<file path="config.mk">
export PLATFORM = sky130hd
export DESIGN_NAME = fetch_unit
export DESIGN_NICKNAME = d
export VERILOG_FILES = /design/src/rtl/fetch_pkg.sv /design/src/rtl/fetch_fifo.sv /design/src/rtl/fetch_unit.sv
export SDC_FILE = /design/constraint.sdc
export NUM_CORES = 1
export LEC_CHECK = 0
export CAP_MARGIN = 30
export CORE_MARGIN = 3
export CORE_UTILIZATION = 45
export DETAILED_ROUTE_END_ITERATION = 10
export MAX_ROUTING_LAYER = met4
export PLACE_DENSITY_LB_ADDON = 0.05
export SLEW_MARGIN = 20
export SYNTH_ARGS = -nofsm -noshare
export SYNTH_HDL_FRONTEND = slang
export SYNTH_SLANG_ARGS = --single-unit
</file>
<file path="constraint.sdc">
create_clock -name clk -period 3.92 [get_ports clk]
set_clock_uncertainty 0.2 [all_clocks]
set_input_delay 0.392 -clock clk [delete_from_list [all_inputs] [get_ports clk]]
set_output_delay 0.392 -clock clk [all_outputs]
set_load 0.005 [all_outputs]
</file>
<file path="src/rtl/fetch_pkg.sv">
// Shared definitions for the fetch stage: FSM states, instruction size and the buffered entry.
package fetch_pkg;

   typedef enum logic [1:0] {
      BOOT  = 2'd0,
      FETCH = 2'd1,
      HALT  = 2'd2
   } fetch_state_t;

   localparam int INSTR_BYTES  = 4;
   localparam int FETCH_ADDR_W = 32;
   localparam int FETCH_DATA_W = 32;

   typedef struct packed {
      logic [FETCH_DATA_W-1:0] instr;
      logic [FETCH_ADDR_W-1:0] pc;
   } fetch_entry_t;

endpackage

</file>
<file path="src/rtl/fetch_fifo.sv">
// DEPTH-entry synchronous FIFO with flush; used for both the output buffer and the in-flight PC queue.
module fetch_fifo #(
   parameter int DEPTH = 2,
   parameter int WIDTH = 32,
   localparam int CW   = $clog2(DEPTH) + 1
) (
   input  logic             clk,
   input  logic             rst_n,
   input  logic             flush,
   input  logic             push,
   input  logic [WIDTH-1:0] wdata,
   input  logic             pop,
   output logic [WIDTH-1:0] rdata,
   output logic [CW-1:0]    count,
   output logic             empty,
   output logic             full
);

   localparam int AW = $clog2(DEPTH);
   localparam logic [CW-1:0] DEPTH_C = CW'(DEPTH);

   logic [WIDTH-1:0] mem_r [DEPTH];
   logic [AW-1:0]    wr_ptr_r;
   logic [AW-1:0]    rd_ptr_r;
   logic [CW-1:0]    count_r;
   logic             do_push_s;
   logic             do_pop_s;

   // Flush overrides any push or pop in the same cycle.
   always_comb begin
      do_push_s = 1'b0;
      do_pop_s  = 1'b0;
      if (flush) begin
         do_push_s = 1'b0;
         do_pop_s  = 1'b0;
      end else begin
         do_push_s = push && (count_r != DEPTH_C);
         do_pop_s  = pop && (count_r != '0);
      end
   end

   // Entry storage.
   always_ff @(posedge clk or negedge rst_n) begin
      if (!rst_n) begin
         for (int i = 0; i < DEPTH; i++) begin
            mem_r[i] <= '0;
         end
      end else if (do_push_s) begin
         mem_r[wr_ptr_r] <= wdata;
      end
   end

   // Pointer and occupancy bookkeeping.
   always_ff @(posedge clk or negedge rst_n) begin
      if (!rst_n) begin
         wr_ptr_r <= '0;
         rd_ptr_r <= '0;
         count_r  <= '0;
      end else if (flush) begin
         wr_ptr_r <= '0;
         rd_ptr_r <= '0;
         count_r  <= '0;
      end else begin
         if (do_push_s) begin
            wr_ptr_r <= wr_ptr_r + AW'(1'b1);
         end
         if (do_pop_s) begin
            rd_ptr_r <= rd_ptr_r + AW'(1'b1);
         end
         count_r <= count_r + CW'(do_push_s) - CW'(do_pop_s);
      end
   end

   assign rdata = mem_r[rd_ptr_r];
   assign count = count_r;
   assign empty = (count_r == '0);
   assign full  = (count_r == DEPTH_C);

endmodule

</file>
<file path="src/rtl/fetch_unit.sv">
// PC and instruction-fetch stage with redirect flushing.
// Optional misaligned-redirect fault/halt when FETCH_ALIGN_CHECK_EN is defined.
module fetch_unit
   import fetch_pkg::*;
#(
   parameter int ADDR_W = 32,
   parameter int DATA_W = 32,
   parameter int DEPTH  = 2,
   parameter logic [ADDR_W-1:0] RESET_PC = ADDR_W'(32'h0000_0000)
) (
   input  logic              clk,
   input  logic              rst_n,
   input  logic              redirect_valid,
   input  logic [ADDR_W-1:0] redirect_pc,
   output logic              imem_req_valid,
   input  logic              imem_req_ready,
   output logic [ADDR_W-1:0] imem_req_addr,
   input  logic              imem_rsp_valid,
   input  logic [DATA_W-1:0] imem_rsp_data,
   output logic              out_valid,
   input  logic              out_ready,
   output logic [DATA_W-1:0] out_instr,
   output logic [ADDR_W-1:0] out_pc,
   output logic              fault
);

   localparam int CW = $clog2(DEPTH) + 1;
   localparam logic [CW:0]       DEPTH_C = (CW+1)'(DEPTH);
   localparam logic [ADDR_W-1:0] PC_STEP = ADDR_W'(INSTR_BYTES);

   fetch_state_t      state_r;
   fetch_state_t      state_next_s;
   logic [ADDR_W-1:0] pc_r;
   logic [ADDR_W-1:0] target_s;
   logic [CW-1:0]     outstanding_r;
   logic [CW-1:0]     outstanding_next_s;
   logic [CW-1:0]     drop_cnt_r;
   logic              fault_r;
   logic              aligned_s;
   logic              fault_hit_s;
   logic              redirect_ok_s;
   logic              credit_s;
   logic              req_valid_s;
   logic              req_fire_s;
   logic              rsp_keep_s;
   logic              out_fire_s;

   logic [ADDR_W-1:0]        pq_head_s;
   logic [CW-1:0]            pq_count_s;
   logic                     pq_empty_s;
   logic                     pq_full_s;
   logic [DATA_W+ADDR_W-1:0] of_head_s;
   logic [CW-1:0]            of_count_s;
   logic                     of_empty_s;
   logic                     of_full_s;
   logic                     unused_ok_s;

`ifdef FETCH_ALIGN_CHECK_EN
   assign aligned_s = (redirect_pc[1:0] == 2'b00);
`else
   assign aligned_s = 1'b1;
`endif

   // A halted unit ignores redirects; a misaligned one faults instead of redirecting.
   assign fault_hit_s   = redirect_valid && (state_r != HALT) && !aligned_s;
   assign redirect_ok_s = redirect_valid && (state_r != HALT) && aligned_s;
   assign target_s      = {redirect_pc[ADDR_W-1:2], 2'b00};

   assign credit_s    = (({1'b0, outstanding_r} + {1'b0, of_count_s}) < DEPTH_C);
   assign req_valid_s = (state_r == FETCH) && credit_s && !fault_hit_s;
   assign req_fire_s  = req_valid_s && imem_req_ready;
   assign rsp_keep_s  = imem_rsp_valid && !redirect_ok_s && (drop_cnt_r == '0);
   assign out_fire_s  = !of_empty_s && out_ready;

   assign outstanding_next_s = outstanding_r + CW'(req_fire_s) - CW'(imem_rsp_valid);

   // Next-state logic for the BOOT/FETCH/HALT sequencer.
   always_comb begin
      state_next_s = state_r;
      case (state_r)
         BOOT: begin
            if (fault_hit_s) state_next_s = HALT;
            else             state_next_s = FETCH;
         end
         FETCH: begin
            if (fault_hit_s) state_next_s = HALT;
            else             state_next_s = FETCH;
         end
         HALT:    state_next_s = HALT;
         default: state_next_s = BOOT;
      endcase
   end

   // State, PC, request accounting and sticky fault.
   always_ff @(posedge clk or negedge rst_n) begin
      if (!rst_n) begin
         state_r       <= BOOT;
         pc_r          <= RESET_PC;
         outstanding_r <= '0;
         drop_cnt_r    <= '0;
         fault_r       <= 1'b0;
      end else begin
         state_r       <= state_next_s;
         outstanding_r <= outstanding_next_s;
         if (fault_hit_s) begin
            fault_r <= 1'b1;
         end
         // Everything still outstanding after a redirect belongs to the wrong path.
         if (redirect_ok_s) begin
            pc_r       <= target_s;
            drop_cnt_r <= outstanding_next_s;
         end else begin
            if (req_fire_s) begin
               pc_r <= pc_r + PC_STEP;
            end
            if (imem_rsp_valid && (drop_cnt_r != '0)) begin
               drop_cnt_r <= drop_cnt_r - CW'(1'b1);
            end
         end
      end
   end

   fetch_fifo #(.DEPTH(DEPTH), .WIDTH(ADDR_W)) u_pc_queue (
      .clk   (clk),
      .rst_n (rst_n),
      .flush (redirect_ok_s),
      .push  (req_fire_s && !redirect_ok_s),
      .wdata (pc_r),
      .pop   (rsp_keep_s),
      .rdata (pq_head_s),
      .count (pq_count_s),
      .empty (pq_empty_s),
      .full  (pq_full_s)
   );

   fetch_fifo #(.DEPTH(DEPTH), .WIDTH(DATA_W + ADDR_W)) u_out_fifo (
      .clk   (clk),
      .rst_n (rst_n),
      .flush (redirect_ok_s),
      .push  (rsp_keep_s),
      .wdata ({imem_rsp_data, pq_head_s}),
      .pop   (out_fire_s),
      .rdata (of_head_s),
      .count (of_count_s),
      .empty (of_empty_s),
      .full  (of_full_s)
   );

   assign imem_req_valid = req_valid_s;
   assign imem_req_addr  = pc_r;
   assign out_valid      = !of_empty_s;
   assign out_instr      = of_empty_s ? '0 : of_head_s[DATA_W+ADDR_W-1:ADDR_W];
   assign out_pc         = of_empty_s ? '0 : of_head_s[ADDR_W-1:0];
   assign fault          = fault_r;

   assign unused_ok_s = &{1'b0, pq_count_s, pq_empty_s, pq_full_s, of_full_s, redirect_pc[1:0]};

endmodule

</file>
==> results of run 1 <==
-- per-stage QoR --
step                      cell area [µm²]  total power [µW]
after floorplan                     10400              5490
after global placement              12400              6550
after detailed placement            12400              6630
after CTS                           13300              9090
after global routing                13300              9570
final                               13300              8970
-- routing by layer --
| layer | track usage | vias up |
|---|---|---|
| met5 | - | - |
| met4 | 0.0422 | 0 |
| met3 | 0.0279 | 31 |
| met2 | 0.308 | 165 |
| met1 | 0.270 | 3477 |
| li1 | - | 3439 |
-- cells in the mapped netlist (all sizes together), types with 2 or more instances --
master	count	share of area
nor4	3	0.0018
nand3	15	0.0072
buf	33	0.020
nand4	14	0.0084
o211ai	2	0.0014
clkbuf	26	0.0094
or3	3	0.0023
mux2	124	0.13
nand2b	2	0.0012
a21oi	65	0.032
xor2	26	0.022
inv	13	0.0047
and2	9	0.0054
dfrtp	228	0.55
and4	4	0.0034
o22ai	2	0.0012
xnor2	10	0.0084
nand2	41	0.015
and3	5	0.0030
ha	8	0.0096
o21ai	27	0.013
nor2	142	0.051
mux2i	94	0.090
-- power breakdown --
part	switching (µW)	internal, µW	leakage [µW]	total (µW)
logic	1190	1550	0.00235	2740
clock network	926	1490	0.000421	2420
registers	551	3260	0.00283	3810
-- worst max-delay path, delay by kind of cell, from the launching register on --
family        cells  cell delay, ps
buf+inv           2             630
simple gates      2             720
fa+ha+maj         1             430
flops             1             410
-- repair_timing --
action                     CTS  global route
resized for setup            0             0
hold endpoints to repair   122             0
hold buffers                 1             0
setup endpoints to repair    0             0
-- flip-flops by register name (all words and copies together), names as in the netlist --
name / cells
u_pc_queue.mem_r: 60
state_r: 2
outstanding_r: 2
u_pc_queue.count: 2
u_out_fifo.rd_ptr_r: 1
u_out_fifo.mem_r: 124
u_out_fifo.wr_ptr_r: 1
u_pc_queue.rd_ptr_r: 1
imem_req_addr: 30
u_out_fifo.count: 2
drop_cnt_r: 2
u_pc_queue.wr_ptr_r: 1
-- worst max path at each step --
stage | endpoint | cells past startpoint | startpoint | slack, ps
floorplan | u_pc_queue.mem_r[42] | 8 | outstanding_r[0] | 940
global placement | u_pc_queue.mem_r[63] | 8 | u_out_fifo.count[0] | 710
detailed placement | u_pc_queue.mem_r[48] | 8 | u_out_fifo.count[0] | 660
CTS | imem_req_valid | 5 | u_out_fifo.count[0] | 590
global route | drop_cnt_r[1] | 12 | u_out_fifo.count[0] | 540
finish | imem_req_valid | 5 | u_out_fifo.count[0] | 620
-- logic make-up after synthesis --
logic type,count (synthesis),synth area share
AND/OR/NAND/NOR,243,0.103
AO/OA/AOI/OAI,99,0.0500
buffers and inverters,72,0.0339
flip-flops,228,0.547
other,1,0.000360
adder cells (fa/ha/maj),9,0.0115
XOR/XNOR,36,0.0302
multiplexers,218,0.224
-- cell type report --
cell class                      instances  area, µm²  area share
Clock buffer                           36        737      0.0555
Clock inverter                          8        118     0.00886
Inverter                               13       48.8     0.00368
Multi-Input combinational cell        610       4410       0.332
Sequential cell                       228       5710       0.430
Tap cell                              285        357      0.0269
Timing Repair Buffer                  184       1890       0.143
-- layout by cell type, fill, tap and decap left out, types with 3 or more instances in the layout --
master,n
sky130_fd_sc_hd__and3_1,5
sky130_fd_sc_hd__nand3_1,15
sky130_fd_sc_hd__xor2_1,26
sky130_fd_sc_hd__conb_1,5
sky130_fd_sc_hd__clkbuf_16,25
sky130_fd_sc_hd__clkbuf_8,7
sky130_fd_sc_hd__ha_1,8
sky130_fd_sc_hd__clkdlybuf4s50_1,160
sky130_fd_sc_hd__clkinv_2,4
sky130_fd_sc_hd__nand4_1,14
sky130_fd_sc_hd__clkbuf_1,4
sky130_fd_sc_hd__nand2_1,40
sky130_fd_sc_hd__inv_1,13
sky130_fd_sc_hd__o21ai_0,27
sky130_fd_sc_hd__buf_12,8
sky130_fd_sc_hd__buf_4,14
sky130_fd_sc_hd__mux2_1,29
sky130_fd_sc_hd__and2_1,7
sky130_fd_sc_hd__mux2i_1,94
sky130_fd_sc_hd__xnor2_1,10
sky130_fd_sc_hd__a21oi_1,64
sky130_fd_sc_hd__mux2_2,95
sky130_fd_sc_hd__and4_1,4
sky130_fd_sc_hd__dfrtp_1,226
sky130_fd_sc_hd__bufinv_16,3
sky130_fd_sc_hd__nor2_1,141
==> reports/metrics.json, run 1 <==
{
  "global_routing": {
    "gr-usage-all-layers": 0.195,
    "grt_pass1_vias": 7203,
    "global_route_wire_length_before_repair_um": 38000,
    "overflow": 0,
    "antenna_found_initial": 0,
    "maximum_number_of_pins_on_one_net_before_global_route_repair": 127
  },
  "floorplan": {
    "io_pins": 169,
    "die-area_um2": 25000,
    "coreArea_um2": 22700,
    "floorplan.initialDensity": 0.459,
    "fp.dieH_um": 158,
    "placementRows": 55,
    "chipWidth_um": 158
  },
  "cts": {
    "clock_tree.htree_level_count": 1,
    "worst_setup_hold_path_clk_slew_ps": 60,
    "cts_inserted_buffers": 25,
    "clock_sinks": 228,
    "clk-insertion-delay-late_ps": 510,
    "clock_tree.buffer_depth": 3,
    "library_cell_used_as_clock_root_buffer": "sky130_fd_sc_hd__clkbuf_16",
    "post_cts.repair.setup_buffers": 0,
    "tritoncts": "yes"
  },
  "critical_path": {
    "max_stage_delay_ps": 560,
    "cp_max_fo": 4,
    "reg2regPathDepth": 8,
    "critical_path_data_arrival_time_ps": 2710,
    "end_kind": "output port",
    "critical_path_data_required_time_ps": 3330,
    "setup.reg_to_reg.worst_slack_ps": 660,
    "worst_setup_path_start_kind": "flop",
    "setup.worst_path.class": "reg2out",
    "critical-path-slowest-cell": "sky130_fd_sc_hd__or4b_4",
    "worstPathCellList": "and2_1, fa_1, or4b_4, inv_1, clkdlybuf4s50_1",
    "endpoint_of_the_worst_slack_reg_to_reg_timing_path": "u_pc_queue.mem_r[48]",
    "reg2reg_from": "u_out_fifo.count[0]"
  },
  "sta": {
    "holdWs_ps": 235,
    "final_max_slew_viol_count": 0,
    "setup_slack_ps": 615,
    "max_freq_mhz": 303,
    "min_period_ps": 3300,
    "worst-slew-pin-transition_ps": 980,
    "final-hold-violation-count": 0,
    "slew_headroom": 0.347,
    "setup_viol_count_final": 0,
    "setup_total_negative_slack_ps": 0,
    "period_share": 0.843,
    "grt_setup_unrepaired": "no"
  },
  "worst_hold_path": {
    "timing.hold.worst_endpoint": "imem_req_addr[17]",
    "timing.hold.worst.class": "in2reg",
    "timing.hold.worst.start": "redirect_pc[17]",
    "hold_path_depth": 3
  },
  "yosys": {
    "synthesis.area_per_instance_um2": 11.5,
    "ys_types": 40,
    "synth.yosys.seq_area_share": 0.547,
    "synth_instances": 906,
    "async_reset_ff_frac": 1.00,
    "synth_edf_count": 0,
    "ys_warn_count": 0,
    "ys_ff_latch": 228,
    "post_synth_instance_area_um2": 10400,
    "ys.flop_type": "sky130_fd_sc_hd__dfrtp_1"
  },
  "cells_and_area": {
    "number_of_fill_cells": 1911,
    "nets": 1141,
    "post_layout_nonfiller_instances": 1364,
    "post-route-util": 0.584,
    "diodes": 0,
    "area_growth_pct": 27.3,
    "final_layout_size_suffix_gt1_frac": 0.158
  },
  "route": {
    "detail_route.iter0.violations": 383,
    "vias_per_cell": 5.21,
    "routed-wl-met2_um": 10700,
    "vias_after_detailed_routing": 7112,
    "routedWlPerCell_um": 17.4,
    "antenna_violating_nets_post_route": 0,
    "route.layer.met1.wl_um": 11500,
    "drtPass1Iterations": 4,
    "met3WireLength_um": 1150,
    "wl_um": 23700,
    "top_layer_used": "met4",
    "post-route-drc-count": 0
  },
  "pwr": {
    "ir_worst_vdd_mv": 0.351,
    "leakagePower_uw": 0.00561,
    "powerDensity_nw_per_um2": 676
  },
  "job": {
    "max_cap_viol_count": 0
  },
  "placement": {
    "pre_cts_ws_ps": 665,
    "dp_hpwl_um": 15500,
    "globalplace.congestion": 0.803,
    "post-place-cells": 1319,
    "io_buffers": 161
  },
  "outcome": {
    "outcome": "complete, no violations"
  }
}
No activity file was read; power rests on OpenSTA's default activity.
==> inputs of run 2 (changes only) <==
==> constraint.sdc (replaced) <==
create_clock -name clk -period 3.12 [get_ports clk]
set_clock_uncertainty 0.2 [all_clocks]
set_input_delay 0.312 -clock clk [delete_from_list [all_inputs] [get_ports clk]]
set_output_delay 0.312 -clock clk [all_outputs]
set_load 0.005 [all_outputs]
==> reports/metrics.json, run 2 (synthesis results as in run 1) <==
{
  "outcome": {
    "outcome": "complete, no violations"
  },
  "placement": {
    "globalplace.congestion": {"value": 0.807, "change": "+0.56%"},
    "io_buffers": {"value": 161, "change": "unchanged"},
    "post-place-cells": {"value": 1337, "change": "+1.4%"},
    "dp_hpwl": {"value": 16400, "unit": "µm", "change": "+6.3%"},
    "pre_cts_ws": {"value": 15.6, "unit": "ps", "change": "-649 ps"}
  },
  "floorplan": {
    "fp.dieH": {"value": 158, "unit": "µm", "change": "unchanged"},
    "floorplan.initialDensity": {"value": 0.459, "change": "unchanged"},
    "placementRows": {"value": 55, "change": "unchanged"},
    "coreArea": {"value": 22700, "unit": "µm²", "change": "unchanged"},
    "chipWidth": {"value": 158, "unit": "µm", "change": "unchanged"},
    "die-area": {"value": 25000, "unit": "µm²", "change": "unchanged"},
    "io_pins": {"value": 169, "change": "unchanged"}
  },
  "critical_path": {
    "setup.worst_path.class": "reg2reg",
    "max_stage_delay": {"value": 540, "unit": "ps", "change": "-20 ps"},
    "cp_max_fo": {"value": 10, "change": "+6"},
    "critical_path_data_required_time": {"value": 3310, "unit": "ps", "change": "-20 ps"},
    "worst_setup_path_start_kind": "flop",
    "critical-path-slowest-cell": "sky130_fd_sc_hd__or4b_4",
    "worstPathCellList": "and2_4, fa_1, or4b_4, or3_4, a21oi_4, and2b_4, clkbuf_16, mux2_1",
    "end_kind": "flop",
    "timing.critical_path.max_delay_family": "simple AND/OR/NAND/NOR gates",
    "critical_path_data_arrival_time": {"value": 3300, "unit": "ps", "change": "+590 ps"},
    "cp.buffers_inverters": {"value": 1, "change": "-1"}
  },
  "cts": {
    "worst_setup_hold_path_clk_slew": {"value": 60, "unit": "ps", "change": "about the same"},
    "cts_inserted_buffers": {"value": 25, "change": "unchanged"},
    "clock_tree.htree_level_count": {"value": 1, "change": "unchanged"},
    "tritoncts": "yes",
    "library_cell_used_as_clock_root_buffer": "sky130_fd_sc_hd__clkbuf_16",
    "clock_sinks": {"value": 228, "change": "unchanged"},
    "clk-insertion-delay-late": {"value": 510, "unit": "ps", "change": "about the same"},
    "clock_tree.buffer_depth": {"value": 3, "change": "unchanged"}
  },
  "sta": {
    "setup_slack": {"value": 13.1, "unit": "ps", "change": "-602 ps"},
    "min_period_ps": 3110,
    "setup_viol_count_final": {"value": 0, "change": "unchanged"},
    "worst-slew-pin-transition": {"value": 705, "unit": "ps", "change": "-274 ps"},
    "max_freq_mhz": 322,
    "slew_headroom": {"value": 0.530, "change": "+0.183"},
    "final_max_slew_viol_count": {"value": 0, "change": "unchanged"},
    "final-hold-violation-count": {"value": 0, "change": "unchanged"},
    "period_share": 0.996,
    "holdWs": {"value": 148, "unit": "ps", "change": "-87.0 ps"},
    "grt_setup_unrepaired": "yes"
  },
  "pwr": {
    "clockPowerShare": {"value": 0.248, "change": "-0.022"},
    "power.net_switching": {"value": 3410, "unit": "µW", "change": "+28%"},
    "p_int": {"value": 7780, "unit": "µW", "change": "+24%"},
    "leakagePower": {"value": 0.00570, "unit": "µW", "change": "+1.7%"},
    "total_power": {"value": 11200, "unit": "µW", "change": "+25%"},
    "sw_frac_of_total": {"value": 0.305, "change": "+0.00745"},
    "ir_worst_vdd": {"value": 0.461, "unit": "mV", "change": "+31%"},
    "share_seq_of_total_power": {"value": 0.428, "change": "+0.003"},
    "powerDensity": {"value": 835, "unit": "nW/µm²", "change": "+24%"},
    "power_frac_comb": {"value": 0.324, "change": "+0.019"}
  },
  "job": {
    "max_cap_viol_count": {"value": 0, "change": "unchanged"}
  },
  "route": {
    "drtPass1Iterations": {"value": 4, "change": "unchanged"},
    "antenna_violating_nets_post_route": {"value": 0, "change": "unchanged"},
    "post-route-drc-count": {"value": 0, "change": "unchanged"},
    "wl": {"value": 24200, "unit": "µm", "change": "+2.0%"},
    "detail_route.iter0.violations": {"value": 293, "change": "-23%"},
    "vias_per_cell": {"value": 5.18, "change": "-0.60%"},
    "vias_after_detailed_routing": {"value": 7183, "change": "+1.0%"},
    "routedWlPerCell": {"value": 17.4, "unit": "µm", "change": "+0.37%"}
  },
  "cells_and_area": {
    "layout_common_cells": "226 x sky130_fd_sc_hd__dfrtp_1, 159 x sky130_fd_sc_hd__clkdlybuf4s50_1, 141 x sky130_fd_sc_hd__nor2_1, 95 x sky130_fd_sc_hd__mux2_2, 94 x sky130_fd_sc_hd__mux2i_1",
    "area_occupied_by_multi_input_gates": {"value": 4420, "unit": "µm²", "change": "+0.26%"},
    "number_of_fill_cells": {"value": 1971, "change": "+3.1%"},
    "final_common_cell": "sky130_fd_sc_hd__dfrtp_1",
    "area.sequential": {"value": 5710, "unit": "µm²", "change": "unchanged"},
    "area_growth_pct": 28.6,
    "diodes": {"value": 0, "change": "unchanged"},
    "largest-register": "u_out_fifo.mem_r",
    "post_layout_nonfiller_instances": {"value": 1386, "change": "+1.6%"},
    "nets": {"value": 1163, "change": "+1.9%"},
    "final_layout_size_suffix_gt1_frac": {"value": 0.173, "change": "+0.0159"},
    "max_ffs_per_register": {"value": 124, "change": "unchanged"}
  },
  "global_routing": {
    "global_route_wire_length_before_repair": {"value": 39300, "unit": "µm", "change": "+3.5%"},
    "maximum_number_of_pins_on_one_net_before_global_route_repair": {"value": 90, "change": "-29%"},
    "antenna_found_initial": {"value": 0, "change": "unchanged"},
    "overflow": {"value": 0, "change": "unchanged"},
    "grt_pass1_vias": {"value": 7495, "change": "+4.1%"},
    "gr-usage-all-layers": {"value": 0.201, "change": "+0.00590"}
  },
  "worst_hold_path": {
    "timing.hold.worst.class": "in2reg"
  }
}
-- run 2: cell types whose count changed in the layout (fill, tap and decap cells not counted), sizes merged --
cell / change
clkinvlp: -1
bufinv: -2
inv: +1
clkinv: +2
buf: +20
clkbuf: +2
dlygate4sd2: +1
clkdlybuf4s50: -1
-- run 2: area by class of cell --
class	instances	area share
clock buffer	36	0.0519
sequential	228	0.426
inverter	13	0.00382
clock inverter	8	0.00513
multi-input combinational	610	0.330
tap	285	0.0266
timing repair buffer	206	0.157
-- run 2: worst paths after layout --
| path | from | end | slack (ps) | cells after the start |
|---|---|---|---|---|
| max in group asynchronous | rst_n | u_out_fifo.mem_r[127] | 1650 | 3 |
| hold reg to reg | state_r[1] | state_r[0] | 260 | 1 |
| setup reg to reg | outstanding_r[0] | u_pc_queue.mem_r[36] | 10 | 8 |
| min in group asynchronous | rst_n | u_out_fifo.mem_r[104] | 180 | 2 |
| setup / recovery | outstanding_r[0] | u_pc_queue.mem_r[36] | 10 | 8 |
| hold / removal | redirect_pc[11] | imem_req_addr[11] | 150 | 3 |
-- run 2: what timing repair did --
action | 4_1_cts | 5_1_grt
setup buffers | 0 | 2
setup endpoints to repair | 1 | 31
cloned | 0 | 2
hold buffers | 1 | 0
gates resized for setup | 1 | 8
hold endpoints to repair | 84 | 0
pin swaps | 0 | 2
-- run 2: through the flow --
step,util,setup TNS (ps),cell area [µm²]
3_5_place_dp,0.553,0,12600
5_1_grt,0.591,-426,13400
4_1_cts,0.587,0,13300
3_3_place_gp,0.553,0,12600
6_report,0.591,0,13400
2_1_floorplan,-,0,10400
-- run 2: per-layer routing --
layer | global-route usage | part of all wire
met1 | 0.270 | 0.47
met2 | 0.323 | 0.46
met3 | 0.0320 | 0.052
met4 | 0.0471 | 0.016
met5 | - | 0
-- run 2: worst reg2reg max path, delay by kind of cell (launching register included) --
kind | cells | cell delay (ps)
simple gates | 4 | 1330
mux | 1 | 320
fa+ha+maj | 1 | 440
buf+inv | 1 | 200
compound gates | 1 | 130
flops | 1 | 370
-- run 2: power groups by stage --
stage	Sequential, µW	Clock [µW]	Combinational, µW
4_1_cts	4800	2850	3590
3_5_place_dp	4850	0	3570
3_3_place_gp	4810	0	3510
6_report	4790	2780	3620
2_1_floorplan	4590	0	2300
5_1_grt	4960	2980	4040
==> inputs of run 3 (changes only) <==
--- a/config.mk
+++ b/config.mk
@@ -7,7 +7,7 @@
 export LEC_CHECK = 0
 export CAP_MARGIN = 30
 export CORE_MARGIN = 3
-export CORE_UTILIZATION = 45
+export CORE_UTILIZATION = 54
 export DETAILED_ROUTE_END_ITERATION = 10
 export MAX_ROUTING_LAYER = met4
 export PLACE_DENSITY_LB_ADDON = 0.05
==> reports/metrics.json, run 3 (synthesis results as in run 1) <==
{
  "placement": {
    "globalplace.congestion": {"value": 0.826, "change": "+2.3%"},
    "io_buffers": {"value": 161, "change": "unchanged"},
    "dp_hpwl": {"value": 15600, "unit": "µm", "change": "-5.2%"}
  },
  "floorplan": {
    "fp.dieH": {"value": 145, "unit": "µm", "change": "-8.4%"},
    "io_pins": {"value": 169, "change": "unchanged"},
    "floorplan.initialDensity": {"value": 0.554, "change": "+0.0946"},
    "die-area": {"value": 21000, "unit": "µm²", "change": "-16%"},
    "coreArea": {"value": 18800, "unit": "µm²", "change": "-17%"},
    "chipWidth": {"value": 145, "unit": "µm", "change": "-8.4%"},
    "placementRows": {"value": 50, "change": "-9.1%"}
  },
  "global_routing": {
    "grt_util_met1": {"value": 0.305, "change": "+0.0357"},
    "global_route_wire_length_before_repair": {"value": 38100, "unit": "µm", "change": "-3.0%"},
    "antenna_found_initial": {"value": 0, "change": "unchanged"},
    "overflow": {"value": 0, "change": "unchanged"},
    "gr-usage-all-layers": {"value": 0.226, "change": "+0.0257"},
    "gr-usage-met3": {"value": 0.0356, "change": "+0.00362"},
    "use_met2": {"value": 0.363, "change": "+0.0405"},
    "maximum_number_of_pins_on_one_net_before_global_route_repair": {"value": 87, "change": "-3.3%"},
    "grt_pass1_vias": {"value": 7382, "change": "-1.5%"},
    "grt_most_used_layer": "met2"
  },
  "cells_and_area": {
    "largest-register": "u_out_fifo.mem_r",
    "nets": {"value": 1159, "change": "-0.34%"},
    "number_of_fill_cells": {"value": 1376, "change": "-30%"},
    "max_ffs_per_register": {"value": 124, "change": "unchanged"},
    "post-route-util": {"value": 0.716, "change": "+0.125"},
    "area_growth_pct": 29.3,
    "layout_common_cells": "226 x sky130_fd_sc_hd__dfrtp_1, 159 x sky130_fd_sc_hd__clkdlybuf4s50_1, 141 x sky130_fd_sc_hd__nor2_1, 95 x sky130_fd_sc_hd__mux2_2, 94 x sky130_fd_sc_hd__mux2i_1",
    "diodes": {"value": 0, "change": "unchanged"},
    "final_common_cell": "sky130_fd_sc_hd__dfrtp_1",
    "final_layout_size_suffix_gt1_frac": {"value": 0.190, "change": "+0.0169"}
  },
  "cts": {
    "tritoncts": "yes",
    "clock_tree.buffer_depth": {"value": 3, "change": "unchanged"},
    "worst_setup_hold_path_clk_slew": {"value": 60, "unit": "ps", "change": "about the same"},
    "clock_sinks": {"value": 228, "change": "unchanged"},
    "clock_tree.htree_level_count": {"value": 1, "change": "unchanged"},
    "library_cell_used_as_clock_root_buffer": "sky130_fd_sc_hd__clkbuf_16",
    "cts_inserted_buffers": {"value": 24, "change": "-4.0%"},
    "clk-insertion-delay-late": {"value": 530, "unit": "ps", "change": "+20 ps"}
  },
  "pwr": {
    "power_frac_comb": {"value": 0.332, "change": "+0.008"},
    "power.net_switching": {"value": 3460, "unit": "µW", "change": "+1.5%"},
    "leakagePower": {"value": 0.00575, "unit": "µW", "change": "+0.84%"},
    "sw_frac_of_total": {"value": 0.303, "change": "-0.00176"},
    "powerDensity": {"value": 847, "unit": "nW/µm²", "change": "+1.5%"},
    "share_seq_of_total_power": {"value": 0.421, "change": "-0.007"},
    "clockPowerShare": {"value": 0.247, "change": "about the same"},
    "ir_worst_vdd": {"value": 0.477, "unit": "mV", "change": "+3.5%"},
    "total_power": {"value": 11400, "unit": "µW", "change": "+2.0%"},
    "p_int": {"value": 7960, "unit": "µW", "change": "+2.3%"}
  },
  "sta": {
    "setup_slack": {"value": -0.656, "unit": "ps", "change": "-13.8 ps"},
    "worst-slew-pin-transition": {"value": 661, "unit": "ps", "change": "-44.2 ps"},
    "setup_viol_count_final": {"value": 1, "change": "+1"},
    "min_period": {"value": 3120, "unit": "ps", "change": "+13.8 ps"},
    "final_max_slew_viol_count": {"value": 0, "change": "unchanged"},
    "grt_setup_unrepaired": "yes",
    "final-hold-violation-count": {"value": 0, "change": "unchanged"},
    "period_share": {"value": 1.00, "change": "+0.00441"},
    "max_freq": {"value": 320, "unit": "MHz", "change": "-0.44%"},
    "slew_headroom": {"value": 0.559, "change": "+0.0294"}
  },
  "worst_hold_path": {
    "timing.hold.worst.class": "in2reg"
  },
  "route": {
    "vias_after_detailed_routing": {"value": 7274, "change": "+1.3%"},
    "antenna_violating_nets_post_route": {"value": 0, "change": "unchanged"},
    "wl": {"value": 23500, "unit": "µm", "change": "-2.6%"},
    "post-route-drc-count": {"value": 0, "change": "unchanged"},
    "routedWlPerCell": {"value": 17.3, "unit": "µm", "change": "-0.62%"},
    "detail_route.iter0.violations": {"value": 327, "change": "+12%"},
    "vias_per_cell": {"value": 5.36, "change": "+3.4%"},
    "drtPass1Iterations": {"value": 4, "change": "unchanged"}
  },
  "outcome": {
    "outcome": "complete, but fails checks",
    "violations": "setup timing"
  },
  "job": {
    "max_cap_viol_count": {"value": 0, "change": "unchanged"}
  },
  "critical_path": {
    "critical_path_data_required_time": {"value": 3320, "unit": "ps", "change": "about the same"},
    "critical_path_data_arrival_time": {"value": 3320, "unit": "ps", "change": "+20 ps"},
    "worst_setup_path_start_kind": "flop",
    "end_kind": "flop",
    "setup.worst_path.class": "reg2reg",
    "setup.reg_to_reg.worst_slack": {"value": -0.7, "unit": "ps", "change": "about the same"},
    "cp_max_fo": {"value": 11, "change": "+1"}
  }
}
-- run 3: cell types whose count changed in the layout (fill, tap and decap cells not counted), moves of 2 or more --
cell,previous run,this run
sky130_fd_sc_hd__mux2_1,29,13
sky130_fd_sc_hd__mux2_4,0,16
sky130_fd_sc_hd__buf_4,32,26
sky130_fd_sc_hd__clkbuf_1,8,4
sky130_fd_sc_hd__clkbuf_8,3,7
sky130_fd_sc_hd__buf_12,9,11
-- run 3: power groups by stage --
stage | logic [µW] | registers, µW | clock network, µW
finish | 3800 | 4810 | 2820
global route | 4190 | 4960 | 3010
CTS | 3600 | 4800 | 2890
detailed placement | 3570 | 4840 | 0
global placement | 3490 | 4790 | 0
floorplan | 2300 | 4590 | 0
-- run 3: final cells by class --
| type | instances | area (µm²) | area share |
|---|---|---|---|
| multi-input cells | 610 | 4490 | 0.333 |
| inverters | 13 | 48.8 | 0.00362 |
| repair buffers | 203 | 2120 | 0.157 |
| flip-flops and latches | 228 | 5710 | 0.423 |
| clock buffers | 35 | 712 | 0.0528 |
| clock inverters | 9 | 83.8 | 0.00622 |
| well taps | 260 | 325 | 0.0241 |
-- run 3: worst paths after layout --
path	cells after the start	end	from
setup / recovery	8	u_pc_queue.mem_r[49]	outstanding_r[0]
hold / removal	3	imem_req_addr[22]	redirect_pc[22]
setup reg to reg	8	u_pc_queue.mem_r[49]	outstanding_r[0]
hold reg to reg	1	state_r[0]	state_r[1]
max in group asynchronous	3	u_out_fifo.mem_r[11]	rst_n
min in group asynchronous	2	u_out_fifo.mem_r[37]	rst_n
-- run 3: per-layer routing --
layer	up-vias	routed length (µm)	share of wire
met5	-	0	0
li1	3467	-	-
met4	0	512	0.022
met2	185	11200	0.48
met3	41	1190	0.051
met1	3581	10600	0.45
-- run 3: per-stage QoR --
stage / setup TNS [ps] / hold WS (ps) / worst slack [ps] / cells / instance area [µm²]
finish: -0.656 / 144 / -0.656 / 1358 / 13500
global route: -1790 / 138 / -91.0 / 1358 / 13500
CTS: 0 / 122 / 13.4 / 1351 / 13300
detailed placement: 0 / 164 / 18.1 / 1306 / 12500
global placement: 0 / 165 / 55.8 / 1306 / 12500
floorplan: 0 / -184 / 144 / 910 / 10400
-- run 3: repair_timing --
item / CTS / global route
buffers inserted: 0 / 4
hold buffers: 1 / 0
cloned: 0 / 3
gates resized for setup: 1 / 24
setup endpoints to repair: 1 / 34
pin swaps: 0 / 1
hold endpoints to repair: 81 / 0
-- run 3: critical path, cell delays in order (launching register included) --
cell                      delay (ps)
sky130_fd_sc_hd__dfrtp_1         380
sky130_fd_sc_hd__and2_4          160
sky130_fd_sc_hd__fa_1            440
sky130_fd_sc_hd__or4b_4          550
sky130_fd_sc_hd__or3_4           370
sky130_fd_sc_hd__a21oi_4         130
sky130_fd_sc_hd__and2b_4         260
sky130_fd_sc_hd__buf_12          170
sky130_fd_sc_hd__mux2_1          340
==> patch 1: new RTL, settings of run 1 <==
Add a define of `FETCH_ALIGN_CHECK_EN`.
--- a/src/rtl/fetch_unit.sv
+++ b/src/rtl/fetch_unit.sv
@@ -1,5 +1,7 @@
 // PC and instruction-fetch stage with redirect flushing.
 // Optional misaligned-redirect fault/halt when FETCH_ALIGN_CHECK_EN is defined.
+`define FETCH_ALIGN_CHECK_EN
+
 module fetch_unit
    import fetch_pkg::*;
 #(
Check against the original RTL: not equivalent (a bounded check fails within 4 cycles, from zero or initial values and one cycle with rst_n low).
==> patch 1 against run 1 <==
- power grew 18%
- maximum frequency down 4.3%
- die area grew 1.4%
- routed wire length up 1.2%
- global-route usage hardly changed
- final area rose by 0.92%
- sequential share of layout area shrank 0.22 points
- setup slack got worse by 150 ps
- worst hold slack got worse by 2.8 ps
- synthesized area rose by 1.5%
- utilization up 0.18 points
- sequential cell count increased by 1
==> patch 1: results (changes against run 1) <==
Status
  • Status: finished, final reports clean

Clocking
  • CTS buffer count: 25 (unchanged)
  • Clock Tree Buf Depth: 3 (unchanged)
  • CTS clk-pin slew, worst paths: 60 ps (about the same)
  • CTS resizes: 0 (unchanged)
  • H-tree Lvls: 1 (unchanged)
  • Setup bufs post-CTS: 0 (unchanged)
  • CTS root buf: clkbuf_16
  • Clock Latency Late Sink: 510 ps (about the same)
  • Hold Buf Count CTS: 1 (unchanged)

Final layout
  • Share of cells above drive strength 1: 14.6% (-1.1 points)
  • Max reg flops: 124 (unchanged)
  • Nets: 1163 (+1.9%)
  • Antenna cells: 0 (unchanged)
  • Most flops, register: u_out_fifo.mem_r
  • Fin cells: 1412 (+3.5%)
  • Layout filler cell count: 2035 (+6.5%)

Place
  • IO Port Bufs: 164 (+1.9%)
  • Hpwl dp: 15.8 mm (+2.2%)
  • GP Congestion: 0.847 (+5.6%)
  • Placed cell count: 1369 (+3.8%)
  • Pre-CTS setup slack: 592 ps (-72.7 ps)

Synth
  • Seq/Total Area, Yosys: 54.2% (-0.55 points)
  • Cells after synthesis: 934 (+3.1%)
  • Async S/R FF share, synth: 100% (unchanged)
  • Synth unique cells: 47 (+18%)
  • Post-synth EDFFs: 0 (unchanged)
  • Dominant cells by area after synthesis: dfrtp_1 (54%), mux2_2 (9.9%), mux2i_1 (8.7%), nor2_1 (4.1%), mux2_1 (3.3%)
  • Yosys warns: 0 (unchanged)
  • Top cells by instance count after synthesis: dfrtp_1 (229), nor2_1 (116), mux2_2 (93), mux2i_1 (92), nand2_1 (75)

Global route
  • Met2 usage: 29.6% (-1.2 points)
  • Vias in the first global route: 7481 (+3.9%)
  • GRT Total Usage: 19.5% (+0.029 points)
  • First-pass GRT wire length: 39.7 mm (+4.6%)
  • Initial antenna violation count: 0 (unchanged)
  • Global-route met3 utilization: 3.41% (+0.62 points)
  • Met1 Resource Use GR: 28.0% (+1.0 points)
  • Largest net degree at the start of global routing: 105 (-17%)

Hold path
  • Min-delay worst type: in2reg

Timing
  • Actual slew at the worst max-slew pin: 923 ps (-57.0 ps)

Drt
  • Post-DR wirelength/cell: 17.0 um (-2.3%)
  • Vias: 7252 (+2.0%)
  • Pre-Repair DR Iteration Count: 4 (unchanged)
  • DRT iter0 DRCs: 465 (+21%)

Critical path
  • Critical path fanouts, max: 7 (+3)
  • Crit path arrival time: 2860 ps (+150 ps)

Power
  • P_leak: 5.92 nW (+5.6%)
  • Maximum VDD drop: 0.298 mV (-15%)
patch 1: cell count changes after synthesis, sizes merged, moves of 3 or more:
| cell | run 1 | this run |
|---|---|---|
| nand2 | 41 | 76 |
| o21ai | 27 | 60 |
| a21oi | 65 | 35 |
| nor2 | 142 | 116 |
| xor2 | 26 | 20 |
| clkbuf | 26 | 31 |
| nor3 | 1 | 5 |
| o311ai | 0 | 4 |
| and4 | 4 | 1 |
| nand4 | 14 | 17 |
| xnor2 | 10 | 13 |
patch 1: per-layer routing:
metal | vias up | wire length, um
met1 | 3512 | 11900
met4 | 0 | 288
met3 | 29 | 1210
met5 | - | 0
li1 | 3530 | -
met2 | 181 | 10600
patch 1: worst max-delay path: stages (launching register included):
cell	delay [ps]
dfrtp_1	430
and2_1	190
fa_1	430
or3_1	480
nor3b_1	270
clkdlybuf4s50_1	550
patch 1: path summary, 6_finish.rpt:
| kind | startpoint | endpoint | slack, ps | cells after the start |
|---|---|---|---|---|
| hold reg to reg | u_out_fifo.mem_r[14] | u_out_fifo.mem_r[14] | 280 | 2 |
| max in group asynchronous | rst_n | u_out_fifo.mem_r[89] | 2270 | 3 |
| hold / removal | redirect_pc[16] | imem_req_addr[16] | 230 | 3 |
| setup / recovery | u_out_fifo.count[0] | imem_req_valid | 470 | 5 |
| min in group asynchronous | rst_n | u_out_fifo.mem_r[105] | 300 | 2 |
| setup reg to reg | u_out_fifo.count[0] | u_pc_queue.mem_r[63] | 580 | 8 |
patch 1: cells by family (layout without fill, tap and decap cells):
group           after synthesis  in the layout  share of synthesized area [%]
simple gates                260            260                           10.8
flops                       229            229                           54.2
mux                         216            216                           21.9
compound gates              112            112                           5.89
buf+inv                      74            236                           3.37
xor+xnor                     33             33                           2.73
fa+ha+maj                     9              9                           1.14
other cells                   1              4                         0.0354
patch 1: final cells by class:
cell class	instances	area (sq um)	area share (%)
sequential	229	5730	42.8
multi-input combinational	634	4530	33.8
timing repair buffer	183	1850	13.8
clock buffer	33	696	5.19
tap	313	392	2.92
clock inverter	9	149	1.11
inverter	11	41.3	0.308
patch 1: per-stage QoR:
stage | cell area [sq um] | util (%)
finish | 13400 | 58.6
global route | 13400 | 58.6
CTS | 13400 | 58.6
detailed placement | 12500 | 54.9
global placement | 12500 | 54.9
floorplan | 10600 | -
patch 1: where the power goes:
group / switching [W] / internal [W] / leakage, nW
Clock: 0.000923 / 0.00150 / 0.418
Combinational: 0.00164 / 0.00229 / 2.60
Sequential: 0.000883 / 0.00331 / 2.91
Total: 0.00344 / 0.00710 / 5.92
==> patch 2: new RTL, flow settings as in run 1 <==
Without the edit above. The 3 states of `fetch_state_t` get a one-hot encoding in 3 bits.
--- a/src/rtl/fetch_pkg.sv
+++ b/src/rtl/fetch_pkg.sv
@@ -1,10 +1,10 @@
 // Shared definitions for the fetch stage: FSM states, instruction size and the buffered entry.
 package fetch_pkg;
 
-   typedef enum logic [1:0] {
-      BOOT  = 2'd0,
-      FETCH = 2'd1,
-      HALT  = 2'd2
+   typedef enum logic [2:0] {
+      BOOT  = 3'b001,
+      FETCH = 3'b010,
+      HALT  = 3'b100
    } fetch_state_t;
 
    localparam int INSTR_BYTES  = 4;
Check against the original RTL: same outputs for any inputs over 4 cycles, from zero or initial values and one cycle with rst_n low; so few cycles prove little.
==> patch 2 against run 1 <==
- non-clock buffer count shrank 1
- synthesized area grew 1.4%
- routed wire length grew 0.57%
- critical path depth grew 1
- final area is 0.41% higher
- sequential share of layout area is essentially flat
- register-to-register slack improved by 100 ps
- setup slack improved by 87 ps
- sequential cell count is 1 higher
- first-iteration DRC count down 18%
- die area increased by 1.3%
- maximum frequency up 2.7%
- power grew 0.81%
==> patch 2: results (changes against run 1) <==
Status
  • Status: finished, final reports clean

Final layout
  • Layout filler cell count: 1987 (+4.0%)
  • Antenna cells: 0 (unchanged)
  • Share of cells above drive strength 1: 17.3% (+1.6 points)
  • Max reg flops: 124 (unchanged)
  • Nets: 1139 (-0.18%)
  • Most flops, register: u_out_fifo.mem_r

Critical path
  • Worst R2R Path Depth: 8 (unchanged)
  • Worst reg2reg path startpoint: u_out_fifo.count[0]
  • Reg2Reg Capture Point: u_pc_queue.mem_r[47]
  • R2R setup slack: 760 ps (+100 ps)
  • Critical path fanouts, max: 6 (+2)
  • Crit path arrival time: 2630 ps (-80 ps)
  • Crit start category: flip-flop

Synth
  • Compound-Gate Fraction of Synth Area: 4.90% (-0.10 points)
  • Yosys warns: 0 (unchanged)
  • Mux contribution to synthesized area: 22.7% (+0.24 points)
  • Synth unique cells: 39 (-2.5%)
  • Top cells by instance count after synthesis: dfrtp_1 (228), nor2_1 (135), mux2_2 (93), mux2i_1 (93), a21oi_1 (61)
  • Async S/R FF share, synth: 100% (unchanged)
  • Synth Area in Adders: 1.14% (-0.016 points)
  • Dominant cells by area after synthesis: dfrtp_1 (54%), mux2_2 (9.9%), mux2i_1 (8.8%), nor2_1 (4.8%), mux2_4 (3.4%)
  • Synth Area in XOR/XNOR: 3.40% (+0.37 points)
  • Seq/Total Area, Yosys: 54.2% (-0.49 points)

Power
  • P_leak: 5.72 nW (+1.9%)
  • Maximum VDD drop: 0.321 mV (-8.7%)

Drt
  • DRT iter0 DRCs: 314 (-18%)
  • Vias: 7059 (-0.75%)
  • Pre-Repair DR Iteration Count: 4 (unchanged)
  • WL final: 23.8 mm (+0.57%)

Clocking
  • CTS buffer count: 26 (+4.0%)
  • H-tree Lvls: 1 (unchanged)
  • CTS root buf: clkbuf_16
  • Clock Tree Buf Depth: 3 (unchanged)
  • Setup bufs post-CTS: 0 (unchanged)
  • CTS resizes: 0 (unchanged)
  • Clock Latency Late Sink: 520 ps
  • CTS clk-pin slew, worst paths: 50 ps

Place
  • IO Port Bufs: 161 (unchanged)
  • Pre-CTS setup slack: 774 ps (+109 ps)
  • GP Congestion: 0.819 (+2.0%)
  • Hpwl dp: 15.9 mm (+2.6%)

Global route
  • Largest net degree at the start of global routing: 101 (-20%)
  • Initial antenna violation count: 0 (unchanged)
  • GRT Total Usage: 19.6% (+0.11 points)
  • First-pass GRT wire length: 39.8 mm (+4.9%)
  • Vias in the first global route: 7433 (+3.2%)

Timing
  • Final setup violation count: 0 (unchanged)
  • Actual slew at the worst max-slew pin: 762 ps (-218 ps)

Hold path
  • Hold_sp: redirect_pc[6]
  • Cells on Worst Hold Path: 3 (unchanged)
  • Min-Delay Endpoint: imem_req_addr[6]
  • Min-delay worst type: in2reg
==> patch 2: cell types whose count changed in the layout (fill, tap and decap cells not counted), sizes merged, moves of 3 or more <==
cell	change
nand4	-4
nand2	+5
nand3	-7
clkbuf	+7
nor2	-7
xnor2	+12
o21ai	+7
nor4	+3
and3	+8
a21oi	-4
xor2	-7
==> patch 2: layer usage <==
layer | vias to the layer above | GRT usage (%) | part of all wire, % | wire length (um)
li1 | 3408 | - | - | -
met1 | 3447 | 26.0 | 47 | 11300
met2 | 171 | 31.8 | 47 | 11200
met3 | 33 | 3.23 | 4.3 | 1020
met4 | 0 | 4.66 | 1.7 | 403
met5 | - | - | 0 | 0
==> patch 2: worst max-delay path by stage <==
stage | endpoint | slack [ps] | depth (start not counted)
final | imem_req_valid | 700 | 6
after global placement | u_pc_queue.mem_r[47] | 780 | 8
after CTS | imem_req_valid | 660 | 6
after global routing | imem_req_valid | 570 | 6
after floorplan | drop_cnt_r[1] | 1100 | 12
after detailed placement | u_pc_queue.mem_r[48] | 770 | 8
==> patch 2: what timing repair did <==
item                                    CTS  global route
hold buffers                              1             0
hold endpoints to repair                 96             0
endpoints found under the setup margin    0             0
==> patch 2: cells by family (layout without fill, tap and decap cells) <==
family | after synthesis | in the layout
xor gates and xnor gates | 41 | 41
AOI/OAI and AO/OA | 98 | 98
DFF | 229 | 229
adders and majority gates | 9 | 9
other | 1 | 5
muxes | 215 | 215
buffers and inverters | 75 | 244
and+or+nand+nor | 238 | 238
==> patch 2: stage by stage <==
stage / util [%] / total power (W) / hold WS [ps] / instance area, sq um / instances
2_1_floorplan: - / 0.00564 / -104 / 10600 / 910
3_3_place_gp: 54.5 / 0.00668 / 266 / 12400 / 1343
3_5_place_dp: 54.6 / 0.00675 / 260 / 12500 / 1344
4_1_cts: 58.3 / 0.00917 / 207 / 13300 / 1392
5_1_grt: 58.3 / 0.00968 / 226 / 13300 / 1392
6_report: 58.3 / 0.00904 / 228 / 13300 / 1392
==> patch 2: critical path: stages (launching register included) <==
cell             delay, ps
dfrtp_1                420
and2_1                 170
fa_1                   450
nor4b_2                220
buf_4                  180
and2_1                 170
clkdlybuf4s50_1        520
==> patch 2: power breakdown <==
group	internal [W]	leakage, nW	switching [W]
combinational	0.00162	2.44	0.00125
clock	0.00146	0.420	0.000910
sequential	0.00327	2.86	0.000525
==> patch 2: final cells by class <==
type                       count  area share (%)
clock buffer                  43            6.05
clock inverter                 4           0.338
inverter                      14           0.394
multi-input combinational    606            33.6
sequential                   229            43.0
tap                          313            2.94
timing repair buffer         183            13.7
